--- src/rtl/alu_resp.sv ---
// alu_resp: handshaked registered 8-bit ALU responder with a shift-add multiply sequencer.
module alu_resp #(
  parameter int WIDTH = 8
) (
  input  logic             clk,
  input  logic             rst,
  input  logic             in_valid,
  output logic             in_ready,
  input  logic [WIDTH-1:0] a,
  input  logic [WIDTH-1:0] b,
  input  logic [2:0]       opcode,
  output logic             out_valid,
  input  logic             out_ready,
  output logic [WIDTH-1:0] out_result,
  output logic             out_carry,
  output logic             out_zero
);
  localparam int CW = $clog2(WIDTH);
  typedef enum logic [1:0] {IDLE, MUL, DONE} state_t;
  state_t state_q, state_d;
  logic [2*WIDTH-1:0] acc_q, acc_d, mcand_q, mcand_d, prod;
  logic [WIDTH-1:0] mlier_q, mlier_d, res_q, res_d, alu_res;
  logic [CW-1:0] cnt_q, cnt_d;
  logic carry_q, carry_d, zero_q, zero_d, alu_c, accept;
  logic [WIDTH:0] sum, diff, shl;
  assign in_ready = (state_q == IDLE) || (state_q == DONE && out_ready);
  assign accept = in_valid && in_ready;
  assign out_valid = state_q == DONE;
  assign out_result = res_q;
  assign out_carry = carry_q;
  assign out_zero = zero_q;
  assign sum = {1'b0, a} + {1'b0, b};
  assign diff = {1'b0, a} - {1'b0, b};
  assign shl = {1'b0, a} << b[2:0];
  assign prod = acc_q + (mlier_q[0] ? mcand_q : '0);
  always_comb begin
    alu_res = '0;
    alu_c = 1'b0;
    case (opcode)
      3'd0: {alu_c, alu_res} = sum;
      3'd1: {alu_c, alu_res} = diff;
      3'd2: alu_res = a & b;
      3'd3: alu_res = a | b;
      3'd4: alu_res = a ^ b;
      3'd5: alu_res = ~a;
      3'd6: {alu_c, alu_res} = shl;
      default: ;
    endcase
  end
  always_comb begin
    state_d = state_q;
    acc_d = acc_q;
    mcand_d = mcand_q;
    mlier_d = mlier_q;
    cnt_d = cnt_q;
    res_d = res_q;
    carry_d = carry_q;
    zero_d = zero_q;
    if (accept && opcode == 3'd7) begin
      state_d = MUL;
      acc_d = '0;
      mcand_d = {{WIDTH{1'b0}}, a};
      mlier_d = b;
      cnt_d = '0;
    end else if (accept) begin
      state_d = DONE;
      res_d = alu_res;
      carry_d = alu_c;
      zero_d = alu_res == '0;
    end else if (state_q == MUL) begin
      acc_d = prod;
      mcand_d = mcand_q << 1;
      mlier_d = mlier_q >> 1;
      cnt_d = cnt_q + CW'(1);
      if (cnt_q == CW'(WIDTH - 1)) begin
        state_d = DONE;
        res_d = prod[WIDTH-1:0];
        carry_d = |prod[2*WIDTH-1:WIDTH];
        zero_d = prod[WIDTH-1:0] == '0;
      end
    end else if (state_q == DONE && out_ready) begin
      state_d = IDLE;
    end
  end
  always_ff @(posedge clk) begin
    if (rst) begin
      state_q <= IDLE;
      acc_q <= '0;
      mcand_q <= '0;
      mlier_q <= '0;
      cnt_q <= '0;
      res_q <= '0;
      carry_q <= 1'b0;
      zero_q <= 1'b0;
    end else begin
      state_q <= state_d;
      acc_q <= acc_d;
      mcand_q <= mcand_d;
      mlier_q <= mlier_d;
      cnt_q <= cnt_d;
      res_q <= res_d;
      carry_q <= carry_d;
      zero_q <= zero_d;
    end
  end
endmodule

--- config.mk ---
export PLATFORM = sky130hd
export DESIGN_NAME = alu_resp
export DESIGN_NICKNAME = d
export VERILOG_FILES = /design/src/rtl/alu_resp.sv
export SDC_FILE = /design/constraint.sdc
export NUM_CORES = 1
export LEC_CHECK = 0
export CORE_MARGIN = 3
export CORE_UTILIZATION = 50
export DETAILED_ROUTE_END_ITERATION = 8
export PLACE_DENSITY_LB_ADDON = 0.15
export SYNTH_ARGS = -nofsm -noshare
export SYNTH_HDL_FRONTEND = slang
export SYNTH_SLANG_ARGS = --single-unit
--- constraint.sdc ---
create_clock -name clk -period 3.8 [get_ports clk]
set_clock_uncertainty 0.1 [all_clocks]
set_input_delay 0.57 -clock clk [delete_from_list [all_inputs] [get_ports clk]]
set_output_delay 0.57 -clock clk [all_outputs]
set_load 0.03 [all_outputs]
After elaboration in Yosys (flattened, before gate mapping)
Index checks and enable logic that the tools add are counted.
Widths: inputs -> output; s select.
{"block": "word_totals", "n_memories": 0, "out_inout_bits": 12, "wordCells": 77, "ramBits": 0, "latchBits": 0, "inputBits": 23, "mem_bits_ro": 0, "reg_bits": 55}
{"block": "classes", "n_reduce_logical": 20, "bitwise_logic": 6, "n_div": 0, "n_lt_le_gt_ge": 0, "n_eq_ne": 13, "shift": 1, "mux": 23, "multipliers": 0, "add_sub_neg": 4}
{"op": "$mux 8", "n": 9}
{"op": "$pmux 8 s7", "n": 1}
{"op": "$add 16x16->16", "n": 1}
{"op": "$logic_not 8->1", "n": 2}
{"op": "$mux 16", "n": 1}
{"op": "$eq 3x3->1 const B", "n": 5}
{"op": "$add 8x8->9", "n": 1}
{"op": "$shl 8x3->9", "n": 1}
{"op": "$sub 8x8->9", "n": 1}
{"op": "$and 8x8->8", "n": 1}
{"op": "$mux 2", "n": 4}
{"op": "$not 8->8", "n": 1}
{"op": "$or 8x8->8", "n": 1}
{"op": "$reduce_and 2->1", "n": 4}
{"op": "$reduce_or 8->1", "n": 1}
{"op": "$xor 8x8->8", "n": 1}
{"op": "$mux 1", "n": 7}
{"op": "$eq 3x2->1 const B", "n": 2}
{"op": "$reduce_bool 2->1", "n": 3}
{"op": "$ne 4x3->1 const B", "n": 1}
{"op": "$reduce_bool 4->1", "n": 1}
{"op": "$add 3x1->3 const B", "n": 1}
{"op": "$eq 3x1->1 const B", "n": 1}
{"op": "$logic_and 1x1->1", "n": 3}
{"op": "12 further kinds", "n": 13}

Longest topological paths before layout
{"block": "logic_depth", "ltp_word": 7, "mapped_depth": 12, "depth_no_buf": 11}

Least setup slack after synthesis
Ideal clock, no wire load.
{"block": "synth_timing", "path_type": "input to register", "from": "input a[0]", "to": "register zero_q, in the netlist out_zero", "t_arrival_ns": 2.818, "setup_ns": 0.070, "path_buffers": 0, "path_slack_ns": 0.811, "required_time_ns": 3.630, "cell_stages": 10, "path_cell_list": "ha_1 fa_1 a21o_1 a21oi_1 o21ai_2 xnor2_1 a221o_1 or4_1 nor3_1 o2bb2ai_1"}
{"block": "synth_between", "elab_chain_len": 4, "elab_cells_between_ends": 10, "cone_classes": "add/sub (2); shift (1); mux (2); bitwise (4); reduce/logical (1)"}
{"element": "start: declaration", "line": "9", "text": "input logic [WIDTH-1:0] a,"}
{"element": "$sub 8x8->9 (tied with other cells)", "line": "33", "text": "assign diff = {1'b0, a} - {1'b0, b};"}
{"element": "$pmux 8 s7 (*)", "line": "39", "text": "case (opcode)"}
{"element": "$logic_not 8->1 (*)", "line": "69", "text": "zero_d = alu_res == '0;"}
{"element": "$mux 1 (*)", "line": "65", "text": "end else if (accept) begin"}
{"element": "end signal: assignment", "line": "103", "text": "zero_q <= zero_d;"}
{"element": "end: declaration", "line": "24", "text": "logic carry_q, carry_d, zero_q, zero_d, alu_c, accept;"}
Mark *: on every way between the ends. The rest lies on a longest branch, timed or not.
A chain may end at the register's enable or synchronous reset.

Worst setup path after layout
Same ends and word-level chain as after synthesis.

==> impl_metrics.sql <==
INSERT INTO impl_metrics (metric_group, metric, value, unit) VALUES
('status', 'status', 'finished, final reports clean', ''),
('logic_synthesis', 'yosys-top-cells-count', 'sky130_fd_sc_hd__nand2_1, sky130_fd_sc_hd__a21oi_1, sky130_fd_sc_hd__dfxtp_1', ''),
('cells_and_area', 'antenna-diode-count', '0', ''),
('clock_tree', 'htreeDepth', '2', ''),
('logic_synthesis', 'number_of_warnings_reported_in_the_yosys_synthesis_log', '0', ''),
('global_routing', 'grt_max_degree', '42', ''),
('clock_tree', 'clkSlewWorstSetupHoldPaths', '0.10', 'ns'),
('clock_tree', 'clock_tree.buffer_depth', '2', ''),
('detailed_routing', 'detail_route.drc_violations', '0', ''),
('power', 'internal_power', '0.000869', 'W'),
('worst_hold_path', 'min-delay-start', 'out_result[0]', ''),
('clock_tree', 'post_cts_resize_count', '0', ''),
('logic_synthesis', 'synth.distinct_cells', '62', ''),
('clock_tree', 'clock_sink_count', '55', ''),
('critical_path', 'timing.setup.critical_path_class', 'in -> reg', ''),
('logic_synthesis', 'synth_top_cell_by_area', 'sky130_fd_sc_hd__dfxtp_1', ''),
('worst_hold_path', 'worst_hold_path.endpoint', 'out_result[0]', ''),
('detailed_routing', 'avgRoutedWirePerCell', '16.1', 'µm'),
('sta', 'tightestPinTransition', '0.670', 'ns'),
('detailed_routing', 'totalWireLength', '11600', 'µm'),
('logic_synthesis', 'synth_edf_count', '0', ''),
('critical_path', 'r2r.worst_path.cells', '11', ''),
('critical_path', 'crit_path_start', 'a[0]', ''),
('global_routing', 'wire_length_of_the_first_global_routing_pass', '19500', 'µm'),
('critical_path', 'crit_path_max_fanout', '3', ''),
('clock_tree', 'clock_latency', '0.31', 'ns'),
('logic_synthesis', 'postSynth.asyncResetShare', '0', '%'),
('cells_and_area', 'final-seq-area', '1100', 'µm²'),
('logic_synthesis', 'synth_top_flop_cell', 'sky130_fd_sc_hd__dfxtp_1', ''),
('sta', 'period_needed', '3.43', 'ns'),
('global_routing', 'number_of_global_route_vias_before_repair', '4010', ''),
('cells_and_area', 'multi_input_comb_area', '3100', 'µm²'),
('critical_path', 'cp-end-kind', 'flip-flop', ''),
('critical_path', 'r2r_setup_slack', '0.66', 'ns'),
('power', 'sequentialPowerShare', '47.1', '%'),
('sta', 'max_clock_freq', '291', 'MHz'),
('clock_tree', 'tritoncts.num_buffers', '5', ''),
('critical_path', 'timing.rr.start', 'mlier_q[0]', ''),
('worst_hold_path', 'min_delay_path_depth', '2', ''),
('floorplan', 'fp-row-count', '33', ''),
('detailed_routing', 'met2WireLength', '5010', 'µm'),
('detailed_routing', 'postRouteAntennaNets', '0', ''),
('floorplan', 'die_x', '101', 'µm'),
('logic_synthesis', 'synthesized_instance_count', '588', ''),
('sta', 'final_max_slew_viol_count', '0', ''),
('floorplan', 'die-height', '101', 'µm'),
('cells_and_area', 'final_layout_size_suffix_gt1_share', '5.73', '%'),
('job', 'cap_viol_max_count', '0', ''),
('logic_synthesis', 'synthTopCellsByArea', 'sky130_fd_sc_hd__dfxtp_1, sky130_fd_sc_hd__ha_1, sky130_fd_sc_hd__nand2_1, sky130_fd_sc_hd__a21oi_1, sky130_fd_sc_hd__nor2_1', ''),
('placed_design', 'gp_congestion', '1.07', ''),
('detailed_routing', 'iteration_0_drc_markers', '294', ''),
('sta', 'setup_viol', '0', ''),
('logic_synthesis', 'netlist.area_leader.share', '24.5', '%'),
('floorplan', 'core_area', '8460', 'µm²'),
('detailed_routing', 'maxUsedRoutingLayer', 'met4', ''),
('floorplan', 'die-area', '10100', 'µm²'),
('placed_design', 'cell_area_after_placement', '4890', 'µm²'),
('sta', 'finalHoldViolations', '0', ''),
('power', 'p_switching', '0.000418', 'W'),
('power', 'vdd_drop_max', '0.148', 'mV'),
('logic_synthesis', 'synthesis.nets', '656', ''),
('logic_synthesis', 'yosys_register_bits', '55', ''),
('power', 'leakage_power_total', '2.04', 'nW'),
('cells_and_area', 'fillerInstances', '785', ''),
('power', 'power.share.switching', '32.5', '%'),
('detailed_routing', 'route.met3.wl', '796', 'µm'),
('detailed_routing', 'vias', '4343', ''),
('sta', 'grt_setup_unrepaired', 'false', ''),
('detailed_routing', 'route.detailed.vias_per_inst', '6.07', ''),
('clock_tree', 'clock-root-buffer', 'sky130_fd_sc_hd__clkbuf_8', ''),
('logic_synthesis', 'average_cell_area_after_synthesis', '7.63', 'µm²');
routing by layer:
metal	global-route usage, %	up-vias
met1	35.0	2031
met3	3.60	13
met4	4.25	0
met5	0	-
met2	35.8	161
li1	-	2138
logic make-up (layout without fill, tap and decap cells):
logic type / count (synthesis) / after routing / synth area share [%]
AND/OR/NAND/NOR: 227 / 227 / 23.1
flip-flops: 55 / 55 / 24.5
multiplexers: 14 / 14 / 4.68
AO/OA/AOI/OAI: 166 / 166 / 24.4
adder cells (fa/ha/maj): 45 / 45 / 13.1
XOR/XNOR: 19 / 19 / 3.71
buffers and inverters: 62 / 85 / 6.53
final cells by class:
cell class | count | area share (%)
multi-input combinational | 471 | 62.2
sequential | 55 | 22.1
timing repair buffer | 51 | 9.40
tap | 105 | 2.64
inverter | 26 | 1.96
clock buffer | 6 | 1.46
clock inverter | 2 | 0.251
worst max-delay path: stages:
cell and delay [ns]:
sky130_fd_sc_hd__clkdlybuf4s50_1 0.51, sky130_fd_sc_hd__inv_1 0.09, sky130_fd_sc_hd__ha_1 0.24, sky130_fd_sc_hd__fa_1 0.43, sky130_fd_sc_hd__o21ba_1 0.21, sky130_fd_sc_hd__o21ai_1 0.15
sky130_fd_sc_hd__o21ai_2 0.08, sky130_fd_sc_hd__xnor2_1 0.13, sky130_fd_sc_hd__a221o_1 0.31, sky130_fd_sc_hd__or4_1 0.52, sky130_fd_sc_hd__nor3_1 0.20, sky130_fd_sc_hd__o2bb2ai_1 0.13
cell usage in the layout (no fill, tap or decap), types with 4 or more instances in the layout:
cell                              netlist  routed
sky130_fd_sc_hd__nand2_1              101     101
sky130_fd_sc_hd__a21oi_1               62      62
sky130_fd_sc_hd__dfxtp_1               55      55
sky130_fd_sc_hd__nor2_1                50      50
sky130_fd_sc_hd__ha_1                  42      42
sky130_fd_sc_hd__clkdlybuf4s50_1        0      34
sky130_fd_sc_hd__inv_1                 24      24
sky130_fd_sc_hd__o21ai_0               19      19
sky130_fd_sc_hd__and2_1                18      18
sky130_fd_sc_hd__nand3_1               18      18
sky130_fd_sc_hd__buf_4                  3      17
sky130_fd_sc_hd__a311oi_1              15      15
sky130_fd_sc_hd__xnor2_1               13      13
sky130_fd_sc_hd__a211oi_1              10      10
sky130_fd_sc_hd__mux2i_1                9       9
sky130_fd_sc_hd__a21o_1                 8       8
sky130_fd_sc_hd__nor2b_1                8       7
sky130_fd_sc_hd__nor3_1                 7       7
sky130_fd_sc_hd__nand2b_1               6       6
sky130_fd_sc_hd__xor2_1                 6       6
sky130_fd_sc_hd__o211ai_1               6       6
sky130_fd_sc_hd__a22oi_1                6       6
sky130_fd_sc_hd__o31ai_1                5       5
sky130_fd_sc_hd__a221o_1                5       5
sky130_fd_sc_hd__clkbuf_8               2       5
sky130_fd_sc_hd__a31oi_1                4       4
stage by stage:
step | instances | worst slack [ns] | util [%] | total power, W | hold WS [ns]
2_1_floorplan | 588 | 0.811 | - | 0.000848 | 0.336
3_3_place_gp | 708 | 0.168 | 57.8 | 0.000963 | 0.346
3_5_place_dp | 708 | 0.0978 | 57.8 | 0.000967 | 0.345
4_1_cts | 716 | 0.406 | 58.8 | 0.00129 | 0.358
5_1_grt | 716 | 0.210 | 58.8 | 0.00136 | 0.390
6_report | 716 | 0.369 | 58.8 | 0.00129 | 0.355
how the worst max path moves through the flow:
stage | slack, ns | endpoint | depth (start not counted)
after floorplan | 0.81 | out_zero | 10
after global placement | 0.17 | out_zero | 12
after detailed placement | 0.1 | out_zero | 12
after CTS | 0.41 | out_zero | 12
after global routing | 0.21 | out_zero | 12
final | 0.37 | out_zero | 12
registers in the layout, summed over array words and instances, names as in the netlist:
| name | count |
|---|---|
| acc_q | 16 |
| cnt_q | 3 |
| mcand_q | 16 |
| mlier_q | 8 |
| out_carry | 1 |
| out_result | 8 |
| out_zero | 1 |
| state_q | 2 |
power by group through the flow:
stage / Clock, W / Combinational, W / Sequential, W
CTS: 0.000336 / 0.000349 / 0.000606
floorplan: 0 / 0.000215 / 0.000632
global route: 0.000363 / 0.000386 / 0.000608
finish: 0.000326 / 0.000355 / 0.000606
detailed placement: 0 / 0.000348 / 0.000619
global placement: 0 / 0.000344 / 0.000618
Power figures use the tool's default switching activity.
